### src/rtl/imm_pkg.sv
// rtl/imm_pkg.sv - shared formats, opcodes and range helper for the immediate encoder
package imm_pkg;

    typedef enum logic [1:0] {
        FMT_ILOAD = 2'd0,
        FMT_S     = 2'd1,
        FMT_SB    = 2'd2,
        FMT_IALU  = 2'd3
    } fmt_e;

    typedef enum logic {
        ST_EMPTY = 1'b0,
        ST_FULL  = 1'b1
    } state_e;

    localparam logic [6:0] OP_LOAD   = 7'b0000011;
    localparam logic [6:0] OP_STORE  = 7'b0100011;
    localparam logic [6:0] OP_BRANCH = 7'b1100011;
    localparam logic [6:0] OP_IMM    = 7'b0010011;

    // True when the 64-bit value is a sign-extended 12-bit immediate.
    function automatic logic fits_s12(input logic [63:0] imm);
        return imm[63:11] == {53{imm[11]}};
    endfunction

endpackage

### src/rtl/imm_pack.sv
// rtl/imm_pack.sv - combinational field packer: format/fields/immediate to instruction word
module imm_pack
    import imm_pkg::*;
(
    input  fmt_e        fmt,
    input  logic [4:0]  rd,
    input  logic [4:0]  rs1,
    input  logic [4:0]  rs2,
    input  logic [2:0]  funct3,
    input  logic [63:0] imm,
    output logic [31:0] instr,
    output logic        in_range
);

    logic [11:0] i;

    always_comb begin
        i        = imm[11:0];
        in_range = fits_s12(imm);
        instr    = '0;
        unique case (fmt)
            FMT_ILOAD: instr = {i[11:0], rs1, funct3, rd, OP_LOAD};
            FMT_IALU:  instr = {i[11:0], rs1, funct3, rd, OP_IMM};
            FMT_S:     instr = {i[11:5], rs2, rs1, funct3, i[4:0], OP_STORE};
            // SB immediate is already halfword-scaled, so i[0] lands in instr[8].
            FMT_SB:    instr = {i[11], i[9:4], rs2, rs1, funct3, i[3:0], i[10], OP_BRANCH};
        endcase
    end

endmodule

### src/rtl/imm_encoder.sv
// rtl/imm_encoder.sv - one-deep output stage, address counter and range-error counter around imm_pack
module imm_encoder
    import imm_pkg::*;
#(
    parameter int                ADDR_W    = 64,
    parameter logic [ADDR_W-1:0] BASE_ADDR = '0,
    parameter int                ERR_W     = 8
) (
    input  logic              clk,
    input  logic              reset,
    input  logic              clear,
    input  logic              in_valid,
    output logic              in_ready,
    input  logic [1:0]        in_fmt,
    input  logic [4:0]        in_rd,
    input  logic [4:0]        in_rs1,
    input  logic [4:0]        in_rs2,
    input  logic [2:0]        in_funct3,
    input  logic [63:0]       in_imm,
    output logic              out_valid,
    input  logic              out_ready,
    output logic [31:0]       out_instr,
    output logic [ADDR_W-1:0] out_addr,
    output logic              err_range,
    output logic [ERR_W-1:0]  err_count
);

    state_e            state_q, state_d;
    logic [31:0]       instr_q, instr_d;
    logic [ADDR_W-1:0] addr_q, addr_d;
    logic [ADDR_W-1:0] cnt_q, cnt_d;
    logic              err_q, err_d;
    logic [ERR_W-1:0]  errc_q, errc_d;

    logic [31:0]       pk_instr;
    logic              pk_range;
    logic              accept;
    logic              good;
    logic              bad;
    logic [ADDR_W-1:0] base;

    imm_pack u_pack (
        .fmt      (fmt_e'(in_fmt)),
        .rd       (in_rd),
        .rs1      (in_rs1),
        .rs2      (in_rs2),
        .funct3   (in_funct3),
        .imm      (in_imm),
        .instr    (pk_instr),
        .in_range (pk_range)
    );

    assign in_ready = !reset && (state_q == ST_EMPTY || out_ready);
    assign accept   = in_valid && in_ready;
    assign good     = accept && pk_range;
    assign bad      = accept && !pk_range;

    always_comb begin
        state_d = state_q;
        instr_d = instr_q;
        addr_d  = addr_q;
        // clear takes effect before this cycle's accept picks its address
        base    = clear ? BASE_ADDR : cnt_q;
        cnt_d   = base;
        err_d   = bad;
        errc_d  = errc_q;

        if (good) begin
            state_d = ST_FULL;
            instr_d = pk_instr;
            addr_d  = base;
            cnt_d   = base + ADDR_W'(4);
        end else if (state_q == ST_FULL && out_ready) begin
            state_d = ST_EMPTY;
        end

        if (clear) begin
            errc_d = bad ? ERR_W'(1) : '0;
        end else if (bad && errc_q != '1) begin
            errc_d = errc_q + ERR_W'(1);
        end
    end

    always_ff @(posedge clk) begin
        if (reset) begin
            state_q <= ST_EMPTY;
            instr_q <= '0;
            addr_q  <= BASE_ADDR;
            cnt_q   <= BASE_ADDR;
            err_q   <= 1'b0;
            errc_q  <= '0;
        end else begin
            state_q <= state_d;
            instr_q <= instr_d;
            addr_q  <= addr_d;
            cnt_q   <= cnt_d;
            err_q   <= err_d;
            errc_q  <= errc_d;
        end
    end

    assign out_valid = (state_q == ST_FULL);
    assign out_instr = instr_q;
    assign out_addr  = addr_q;
    assign err_range = err_q;
    assign err_count = errc_q;

endmodule

### config.mk
export PLATFORM = sky130hd
export DESIGN_NAME = imm_encoder
export DESIGN_NICKNAME = d
export VERILOG_FILES = /design/src/rtl/imm_pkg.sv /design/src/rtl/imm_pack.sv /design/src/rtl/imm_encoder.sv
export SDC_FILE = /design/constraint.sdc
export NUM_CORES = 1
export LEC_CHECK = 0
export BUFFER_PORTS_ARGS = -buffer_cell sky130_fd_sc_hd__buf_2
export CAP_MARGIN = 10
export CORE_UTILIZATION = 54
export CTS_CLUSTER_DIAMETER = 150
export DETAILED_ROUTE_END_ITERATION = 12
export PLACE_DENSITY_LB_ADDON = 0.1
export SETUP_SLACK_MARGIN = 0.3
export SYNTH_ARGS = -nofsm -noshare
export SYNTH_HDL_FRONTEND = slang
export SYNTH_HIERARCHICAL = 1
export SYNTH_SLANG_ARGS = --single-unit
### constraint.sdc
create_clock -name clk -period 5 [get_ports clk]
set_input_delay 1 -clock clk [delete_from_list [all_inputs] [get_ports clk]]
set_output_delay 1 -clock clk [all_outputs]
set_load 0.02 [all_outputs]
# After elaboration in Yosys (flattened, before gate mapping)
# Cells that the tools add are included.
# word_totals
ff_bits	170
latch_bits	0
ram_bits	0
romBits	0
inputBits	89
out_inout_bits	107
memories	0
# classes
add_sub_neg	2
n_mul	0
div	0
n_lt_le_gt_ge	0
eq_ne	5
shift	0
n_mux	8
bitwise	1
reduce_logical	12
# ops
operator	count
64-bit two-way mux	2
32-bit case mux with 4 select lines	1
64-bit by 3-bit adder with 64-bit output, second input constant	1
52-bit equality test	1
8-bit two-way mux	2
8-bit by 1-bit adder with 8-bit output, second input constant	1
8-bit inequality test, second input constant	1
1-bit logical AND	6
2-bit equality test, second input constant	2
2-bit nonzero test	2
1-bit two-way mux	3
2-bit by 1-bit equality test with 1-bit output, second input constant	1
1-bit zero test	2
2-bit zero test	1
1-bit logical OR	1
1-bit NOT	1

# Logic depth before layout (Yosys ltp)
# logic_depth
word_depth	8
depth_mapped	13
ltp_nobuf	9

# Modules after synthesis
# The synthesis kept the hierarchy.
# by_module_without_submodules
mod	instances	cells_each	area_each_um2
imm_encoder	1	967	7707.4
imm_pack	1	109	718.2

# Worst setup path after synthesis
# Ideal clock, no wire load.
# synth_path
path_type	input-to-reg
start	input clear
end	register cnt_q[44]
setup_ns	0.070
t_arrival_ns	3.923
t_required_ns	4.930
setup_slack_ns	1.007
cell_stages	13
path_cell_list	clkbuf_1 > clkbuf_1 > clkbuf_1 > clkbuf_1 > buf_2 > nor2b_1 > ha_1 > nand2_1 > nor3_1 > nand3_1 > clkbuf_1 > or4_1 > a21oi_1
# synth_via
elab_chain_len	3
# synth_rtl
element	line_no	source
from (decl)	imm_encoder.sv:11	input logic clear,
64-bit two-way mux	imm_encoder.sv:63	base = clear ? BASE_ADDR : cnt_q;
via base[2]	imm_encoder.sv:40	logic [ADDR_W-1:0] base;
64-bit by 3-bit adder with 64-bit output	imm_encoder.sv:72	cnt_d = base + ADDR_W'(4);
64-bit two-way mux	imm_encoder.sv:68	if (good) begin
to (signal assigned)	imm_encoder.sv:96	cnt_q <= cnt_d;
to (decl)	imm_encoder.sv:31	logic [ADDR_W-1:0] cnt_q, cnt_d;
# The timed path passes the listed nets, and every way through them passes these cells.
# A chain may end at the register's enable or synchronous reset.

# Final worst setup path
# layout_path
start	input in_imm[38]
end	register cnt_q[61]
# layout_via
elab_chain_len	3
# layout_rtl
element	line_no	source
from (decl)	imm_encoder.sv:19	input logic [63:0] in_imm,
52-bit equality test	imm_pkg.sv:23	return imm[63:11] == {53{imm[11]}};
via pk_range	imm_encoder.sv:36	logic pk_range;
1-bit logical AND	imm_encoder.sv:55	assign good = accept && pk_range;
64-bit two-way mux	imm_encoder.sv:68	
# The timed path passes the listed nets, and every way through them passes these cells.

==> flow_summary.toml <==
[outcome]
status = "completed"

[detailed_routing]
viasPerCell = 5.76
wl_per_cell_um = 16.3
dr_total_vias = 8261
ant_nets = 0
firstDrtPassIters = 5
dr.first_iter.drc_count = 628
wl_um = 23300
route.detailed.drc = 0

[cts]
clk_latency_ns = 0.43
cts_buffer_depth = 2
clock_tree.root_cell = "clkbuf_16"
cts_tree = "built"
cts.sinks = 170
post_cts_hold_buffer_count = 0
numCtsBuffers = 17
cts.repair.resized = 0
clk_pin_slew_ns = 0.06
post-cts-setup-buffers = 0
htree_levels = 4

[yosys]
synth-main-ff-cell = "dfxtp_1"
ys_seq_area_share_pct = 40.4
synthCells = 1076
syn_avg_cell_area_um2 = 7.83
synth-edff-count = 0
netlist_area_um2 = 8430
async_reset_ff_share_pct = 0
synth_warnings = 6
ys_seq_elements = 170
synth.distinct_cells = 53

[placed_design]
placed_area_um2 = 9450
placed_cells = 1401
routabilityCongestion = 0.925
place_hpwl_um = 16700
io_buffers = 195

[floorplanning]
die_x_um = 127
pin_count = 196
fp.dieH_um = 127
dieArea_um2 = 16100
row_count = 45
core_um2 = 15200
start_util_pct = 55.4

[min_path]
hold_path_class = "reg2reg"

[global_routing]
grt_max_degree = 89
grt_pass1_vias = 7608
grtUsageMet1_pct = 37.9
grt_use_met3_pct = 7.93
top_usage_layer = "met2"
grt_pass1_wl_um = 38000
grt_util_met2_pct = 48.4
grt.total_usage_pct = 29.8
antenna_found_initial = 0
grt-ovfl-total = 0

[pwr]
power_density_nw_per_um2 = 272
max-vdd-ir-drop_v = 0.000238
finalPower_w = 0.00272
leakage_nw = 3.70

[sta]
fmax_mhz = 263
worstMarginPinSlew_ns = 0.898
fin_worst_skew_ns = 0.00711
whs_ns = 0.447
setup_viol_count_final = 0
finalHoldViolations = 0
finalCritPeriodShare_pct = 76.0
rsz0062_at_grt = "false"
tns_ns = 0
relSlewSlack_pct = 40.1
period_needed_ns = 3.80
slew_viol_final = 0

[final_layout]
area_growth_pct = 18.6
drive_gt1_share_pct = 22.1
antennaDiodeCount = 0
layout.cells.non_filler = 1433
final_area_um2 = 9990
fin_nets = 1329

[worst_setup_path]
arrival_ns = 4.16
endpoint_kind = "register"
worstSetupStartpointType = "input port"
crit_type = "in2reg"
cp.required_ns = 5.36
cp_max_fo = 8

[run]
max_cap_viol_count = 0
==> worst max-delay path, stage by stage <==
cell	delay [ns]
buf_2	0.10
or4_4	0.52
nor4_2	0.23
o22ai_1	0.12
nor4_2	0.25
buf_4	0.19
nand4_1	0.32
buf_4	0.28
nand4b_1	0.37
or4_1	0.61
a21oi_1	0.15
==> cell families (layout without fill, tap and decap cells) <==
| kind of cell | after synthesis | after routing | synth area share (%) |
|---|---|---|---|
| multiplexers | 10 | 10 | 1.28 |
| buffers and inverters | 85 | 252 | 4.40 |
| other | 2 | 4 | 0.0891 |
| AND/OR/NAND/NOR | 586 | 586 | 37.3 |
| AO/OA/AOI/OAI | 188 | 188 | 12.6 |
| flip-flops | 170 | 170 | 40.4 |
| XOR/XNOR | 27 | 27 | 2.81 |
| adder cells (fa/ha/maj) | 8 | 8 | 1.19 |
==> per-layer routing <==
layer | part of all wire, % | vias to the layer above
met5 | 0 | -
met1 | 44 | 3831
met4 | 2.6 | 0
li1 | - | 4106
met3 | 6.6 | 44
met2 | 47 | 280
==> flip-flops by register name, summed over array words and instances (netlist names) <==
name	flops
cnt_q	64
out_addr	64
out_instr	32
err_count	8
err_range	1
out_valid	1
==> path summary, 6_finish.rpt <==
path | startpoint | slack [ns] | cells after the start | to
worst max-delay path | in_imm[38] | 1.20 | 11 | cnt_q[61]
worst min-delay path | out_addr[15] | 0.45 | 2 | out_addr[15]
worst max register to register | cnt_q[15] | 2.32 | 5 | cnt_q[62]
worst min register to register | out_addr[15] | 0.45 | 2 | out_addr[15]
==> power by group <==
| part | internal (W) | switching [W] | leakage [nW] |
|---|---|---|---|
| Combinational | 0.0000537 | 0.0000769 | 2.08 |
| Sequential | 0.00135 | 0.000000889 | 1.37 |
| Clock | 0.000644 | 0.000588 | 0.254 |
| Total | 0.00205 | 0.000665 | 3.70 |
==> through the flow <==
stage,util [%],setup WS [ns]
floorplan,-,1.01
global placement,62.2,0.840
detailed placement,62.2,0.778
CTS,65.7,1.23
global route,65.7,1.10
finish,65.7,1.20
==> synth_stat cells, drive strengths merged (4+ instances only) <==
| master | number | area, um2 |
|---|---|---|
| a22o | 11 | 96.3 |
| nand2b | 18 | 113 |
| and2 | 14 | 87.6 |
| or4 | 27 | 214 |
| or3 | 32 | 205 |
| clkbuf | 56 | 211 |
| inv | 12 | 45.0 |
| and3 | 5 | 31.3 |
| a31o | 4 | 35.0 |
| o31ai | 10 | 75.1 |
| o21ai | 20 | 100 |
| mux2i | 4 | 40.0 |
| nand2 | 201 | 754 |
| nor4 | 32 | 240 |
| nor2b | 37 | 231 |
| or2 | 9 | 56.3 |
| nor2 | 72 | 270 |
| and4b | 7 | 70.1 |
| nand3b | 15 | 113 |
| xor2 | 11 | 96.3 |
| buf | 17 | 114 |
| dfxtp | 170 | 3400 |
| and4 | 6 | 52.6 |
| ha | 8 | 100 |
| nand4 | 38 | 253 |
| a22oi | 5 | 37.5 |
| xnor2 | 16 | 140 |
| a21oi | 128 | 641 |
| and2b | 4 | 30.0 |
| nand3 | 32 | 160 |
| nor3 | 18 | 95.1 |
| nand4b | 14 | 123 |
| mux2 | 6 | 67.6 |
==> cells in the final DEF (no fill, tap or decap), types with 15 or more instances in the layout <==
cell type / instances
nand2_1: 201
buf_2: 194
dfxtp_1: 170
a21oi_1: 128
nor2_1: 72
nor2b_1: 37
nand4_1: 37
nand3_1: 31
or3_1: 28
nor4_1: 27
or4_1: 24
o21ai_0: 20
nand2b_1: 18
clkbuf_16: 17
nor3_1: 16
xnor2_1: 16
nand3b_1: 15
==> layout make-up <==
cell class	count	area (um2)
clock buffers	18	429
well taps	188	235
flip-flops and latches	170	3400
inverters	12	45.0
multi-input cells	823	4680
fillers	1372	5210
clock inverters	14	114
repair buffers	208	1090
(Power assumes the default switching activity.)
